===== src/rtl/fifo_uart_tx.sv =====
// Drains an 8-bit show-ahead-free FIFO and serialises each byte as UART 8N1, LSB first.
// Keeps a wrapping count of sent bytes and pulses frame_done after the end-of-frame byte.
module fifo_uart_tx #(
   parameter int unsigned CLK_HZ   = 50_000_000,
   parameter int unsigned BAUD     = 115_200,
   parameter int unsigned BAUD_DIV = CLK_HZ / BAUD,
   parameter logic [7:0]  EOF_BYTE = 8'h0A
) (
   input  logic        clk,
   input  logic        reset_n,
   input  logic        enable,
   input  logic        fifo_empty,
   input  logic [7:0]  fifo_q,
   output logic        fifo_rdreq,
   output logic        uart_tx,
   output logic        busy,
   output logic [15:0] byte_cnt,
   output logic        frame_done,
   output logic [2:0]  state_dbg
);

   localparam int unsigned     CntW     = $clog2(BAUD_DIV);
   localparam logic [CntW-1:0] BaudLast = CntW'(BAUD_DIV - 1);

   typedef enum logic [2:0] {
      StIdle  = 3'd0,
      StReq   = 3'd1,
      StLatch = 3'd2,
      StStart = 3'd3,
      StData  = 3'd4,
      StStop  = 3'd5
   } state_e;

   state_e          state_q, state_d;
   logic [CntW-1:0] baud_cnt_q, baud_cnt_d;
   logic [2:0]      bit_idx_q, bit_idx_d;
   logic [7:0]      shift_q, shift_d;
   logic [15:0]     byte_cnt_q, byte_cnt_d;
   logic            tx_q, tx_d;
   logic            rdreq_q, rdreq_d;
   logic            frame_done_q, frame_done_d;
   logic            baud_last;

   assign baud_last = (baud_cnt_q == BaudLast);

   always_comb begin
      state_d      = state_q;
      baud_cnt_d   = baud_cnt_q;
      bit_idx_d    = bit_idx_q;
      shift_d      = shift_q;
      byte_cnt_d   = byte_cnt_q;
      frame_done_d = 1'b0;

      case (state_q)
         StIdle: begin
            if (enable && !fifo_empty) begin
               state_d = StReq;
            end
         end
         StReq: begin
            state_d = StLatch;
         end
         StLatch: begin
            shift_d    = fifo_q;
            baud_cnt_d = '0;
            state_d    = StStart;
         end
         StStart: begin
            if (baud_last) begin
               baud_cnt_d = '0;
               bit_idx_d  = 3'd0;
               state_d    = StData;
            end else begin
               baud_cnt_d = baud_cnt_q + 1'b1;
            end
         end
         StData: begin
            if (baud_last) begin
               baud_cnt_d = '0;
               if (bit_idx_q == 3'd7) begin
                  state_d = StStop;
               end else begin
                  bit_idx_d = bit_idx_q + 3'd1;
               end
            end else begin
               baud_cnt_d = baud_cnt_q + 1'b1;
            end
         end
         StStop: begin
            if (baud_last) begin
               baud_cnt_d   = '0;
               byte_cnt_d   = byte_cnt_q + 16'd1;
               frame_done_d = (shift_q == EOF_BYTE);
               // Going straight to REQ keeps back-to-back bytes at a 2-cycle gap.
               state_d      = (enable && !fifo_empty) ? StReq : StIdle;
            end else begin
               baud_cnt_d = baud_cnt_q + 1'b1;
            end
         end
         default: begin
            state_d = StIdle;
         end
      endcase
   end

   // Outputs are registered from the next state so they line up with the state they belong to.
   always_comb begin
      rdreq_d = (state_d == StReq);
      tx_d    = 1'b1;
      case (state_d)
         StStart: tx_d = 1'b0;
         StData:  tx_d = shift_d[bit_idx_d];
         default: tx_d = 1'b1;
      endcase
   end

   always_ff @(posedge clk or negedge reset_n) begin
      if (!reset_n) begin
         state_q      <= StIdle;
         baud_cnt_q   <= '0;
         bit_idx_q    <= 3'd0;
         shift_q      <= 8'h00;
         byte_cnt_q   <= 16'h0000;
         tx_q         <= 1'b1;
         rdreq_q      <= 1'b0;
         frame_done_q <= 1'b0;
      end else begin
         state_q      <= state_d;
         baud_cnt_q   <= baud_cnt_d;
         bit_idx_q    <= bit_idx_d;
         shift_q      <= shift_d;
         byte_cnt_q   <= byte_cnt_d;
         tx_q         <= tx_d;
         rdreq_q      <= rdreq_d;
         frame_done_q <= frame_done_d;
      end
   end

   assign fifo_rdreq = rdreq_q;
   assign uart_tx    = tx_q;
   assign busy       = (state_q != StIdle);
   assign byte_cnt   = byte_cnt_q;
   assign frame_done = frame_done_q;
   assign state_dbg  = state_q;

endmodule


===== config.mk =====
export PLATFORM = sky130hd
export DESIGN_NAME = fifo_uart_tx
export DESIGN_NICKNAME = d
export VERILOG_FILES = /design/src/rtl/fifo_uart_tx.sv
export SDC_FILE = /design/constraint.sdc
export NUM_CORES = 1
export LEC_CHECK = 0
export CAP_MARGIN = 20
export CELL_PAD_IN_SITES_DETAIL_PLACEMENT = 0
export CELL_PAD_IN_SITES_GLOBAL_PLACEMENT = 1
export CORE_ASPECT_RATIO = 0.5
export CORE_MARGIN = 3
export CORE_UTILIZATION = 41
export DETAILED_ROUTE_END_ITERATION = 10
export PLACE_DENSITY = 0.9
export RECOVER_POWER = 50
export SYNTH_ARGS = -nofsm -noshare
export SYNTH_HDL_FRONTEND = slang
export SYNTH_SLANG_ARGS = --single-unit

===== constraint.sdc =====
create_clock -name clk -period 2.7 [get_ports clk]
set_clock_uncertainty 0.2 [all_clocks]
set_input_delay 0.54 -clock clk [delete_from_list [all_inputs] [get_ports clk]]
set_output_delay 0.54 -clock clk [all_outputs]
set_load 0.005 [all_outputs]

==> flow_summary.ini, run 1 <==
[floorplanning]
rows = 17
dieArea_sq_um = 6180
start_util_pct = 45.5
io_pins = 35
dieWidth_um = 108
core-area_sq_um = 4700
die_h_um = 57.1

[route]
antenna_left = 0
drcViolationCount = 0
totalWireLength_um = 4300
detail_route.wl_per_cell_um = 13.9
initialDrtViolationCount = 79
vias = 1623
routed_via_density = 5.24
dr.pass1.iters = 4

[global_routing]
use_met1_pct = 21.0
antenna_found_initial = 0
use_met2_pct = 23.4
grt_overflow = 0
grt_pass1_wl_um = 7360
busiest_layer = met2
grt_use_met3_pct = 3.50
grt_usage_pct = 15.0
grt_max_degree = 43
grt_pass1_vias = 1581

[clock_tree]
clk_pin_slew_ns = 0.09
htreeDepth = 2
numCtsBuffers = 5
clockRootBuffer = clkbuf_8
cts_tree = yes
post_cts_buffers = 0
holdBufCountCts = 0
cts-resized-gates = 0
clock-sinks = 42
clkLatencyLatePin_ns = 0.30
cts_max_path_buffers = 2

[worst_setup_path]
worstPathCellList = or3_1 -> clkdlybuf4s50_1
crit_buf_inv = 1
cp-end-kind = primary output
criticalPathCategory = reg -> out
critPathTopFamily = flip-flops
worstPathArrival_ns = 1.69
cp_slowest_stage_delay_ns = 0.53
cp_slowest_cell = dfrtp_1
cp-start-kind = flop
crit_required_ns = 1.96
critPathMaxFanout = 11

[sta]
worst_pin_slew_ns = 1.01
max_freq_ghz = 0.411
final_max_slew_viol_count = 0
period_needed_ns = 2.43
finalSetupTns_ns = 0
slew_headroom_pct = 32.4
setup_viol = 0
rsz0062_at_grt = no
final.period_utilization_pct = 90.2
final_hold_viol_count = 0

[synth]
yosysUniqueCellTypes = 47
synth_warnings = 0
synthArstFlopShare_pct = 100
synth_area_leaders = dfrtp_1, mux2_2, xnor2_1
yosys.area.top_type = dfrtp_1
ys_seq_area_share_pct = 49.2
syn_nets = 222
syn-cell-area_sq_um = 2140
ys_seq_elements = 42
synthDominantCellAreaShare_pct = 47.9
synth_edf_count = 0
synth_ff_type = dfrtp_1
syn_inst = 206
syn_area_per_cell_sq_um = 10.4

[cells_and_area]
drive_above_1_share_pct = 10.2
mostFrequentLayoutCell = dfrtp_1
fin_area_sq_um = 2640
final_nets = 259
diodes = 0
layout_common_cells = dfrtp_1, clkdlybuf4s50_1, nand2_1, nor2_1, o21ai_0
area_delta_synth_final_pct = 23.5

[placement]
routabilityCongestion = 0.875
port-buffer-count = 34
dpl_cell_area_sq_um = 2540
dpl.hpwl_um = 3130

[power]
finalPower_uw = 1460
p_leak_uw = 0.00114
sw_frac_of_total_pct = 26.6
power.density_nw_per_um2 = 554
p_int_uw = 1070
clockPowerShare_pct = 34.2
peakVddDrop_uv = 239
pwr-share-comb_pct = 12.2
switching_power_uw = 390
pwr-share-seq_pct = 53.6

[worst_hold_path]
min_path_type = in -> async

[outcome]
status = complete, no violations

[job]
maxCapViolCount = 0
## synthesized netlist by cell type (2+ instances only)
cell	n
o22ai_1	2
o21ai_1	2
nor3_1	4
inv_1	7
nor2b_1	2
mux2_2	9
a21oi_1	9
clkbuf_1	2
nand2_1	19
a31oi_1	2
and3_1	6
nand3_1	8
dfrtp_1	41
nor2_1	16
ha_1	4
nor4b_1	2
buf_4	4
mux2i_1	4
xor2_1	5
o21ai_0	14
nand2b_1	2
o31ai_1	3
nand4_1	4
and4_1	2
xnor2_1	11
## state kept, by name, summed over array words and instances, names as in the netlist
signal      flops
fifo_rdreq      1
baud_cnt_q      9
uart_tx         1
frame_done      1
shift_q         8
byte_cnt       16
bit_idx_q       3
state_dbg       3
## per-stage QoR
stage	setup slack, ns	hold WS [ns]	cells	util [%]
2_1_floorplan	0.517	0.0444	206	-
3_3_place_gp	0.394	0.261	302	54.0
3_5_place_dp	0.313	0.266	302	54.0
4_1_cts	0.259	0.199	310	56.3
5_1_grt	0.0875	0.288	310	56.2
6_report	0.266	0.206	310	56.2
## final timing paths
| check | startpoint | endpoint | slack [ns] | cells past startpoint |
|---|---|---|---|---|
| setup reg to reg | baud_cnt_q[1]$_DFFE_PN0P_ | uart_tx$_DFF_PN1_ | 0.29 | 9 |
| max in group asynchronous | reset_n | fifo_rdreq$_DFF_PN0_ | 1.47 | 1 |
| setup / recovery | state_dbg[0]$_DFF_PN0_ | busy | 0.27 | 2 |
| hold reg to reg | byte_cnt[15]$_DFFE_PN0P_ | byte_cnt[15]$_DFFE_PN0P_ | 0.28 | 1 |
| hold / removal | reset_n | baud_cnt_q[8]$_DFFE_PN0P_ | 0.21 | 1 |
| min in group clk | byte_cnt[15]$_DFFE_PN0P_ | byte_cnt[15]$_DFFE_PN0P_ | 0.28 | 1 |
## power by group through the flow
stage          combinational (uW)  sequential, uW  clock, uW
5_1_grt                       207             802        536
3_5_place_dp                  182             797          0
6_report                      179             784        501
3_3_place_gp                  178             792          0
2_1_floorplan                 131             772          0
4_1_cts                       184             785        509
## area by class of cell
type	count	area [sq um]
clock buffers	6	72.6
flip-flops and latches	42	1050
well taps	66	82.6
fillers	406	2060
multi-input cells	150	1020
repair buffers	36	350
clock inverters	2	37.5
inverters	8	30.0
## per-layer routing
layer  part of all wire, %  up-vias
li1                      -      798
met1                    51      793
met2                    45       28
met3                   3.8        4
met4                  0.79        0
met5                     0        -
## cells by family (layout without fill, tap and decap cells)
| family | after synthesis | after routing | synth area share [%] |
|---|---|---|---|
| adders and majority gates | 4 | 4 | 2.34 |
| and+or+nand+nor | 80 | 80 | 21.7 |
| AOI/OAI and AO/OA | 36 | 36 | 9.99 |
| muxes | 14 | 14 | 7.13 |
| buffers and inverters | 14 | 52 | 3.16 |
| DFF | 42 | 42 | 49.2 |
| xor gates and xnor gates | 16 | 16 | 6.55 |
(Power assumes the default switching activity.)
==> run 2, diff against run 1 <==
--- a/config.mk
+++ b/config.mk
@@ -12,6 +12,7 @@
 export CORE_MARGIN = 3
 export CORE_UTILIZATION = 41
 export DETAILED_ROUTE_END_ITERATION = 10
+export HOLD_SLACK_MARGIN = 0.1
 export PLACE_DENSITY = 0.9
 export RECOVER_POWER = 50
 export SYNTH_ARGS = -nofsm -noshare
==> results of run 2 <==
Final layout, timing and power as in run 1 (identical DEF).
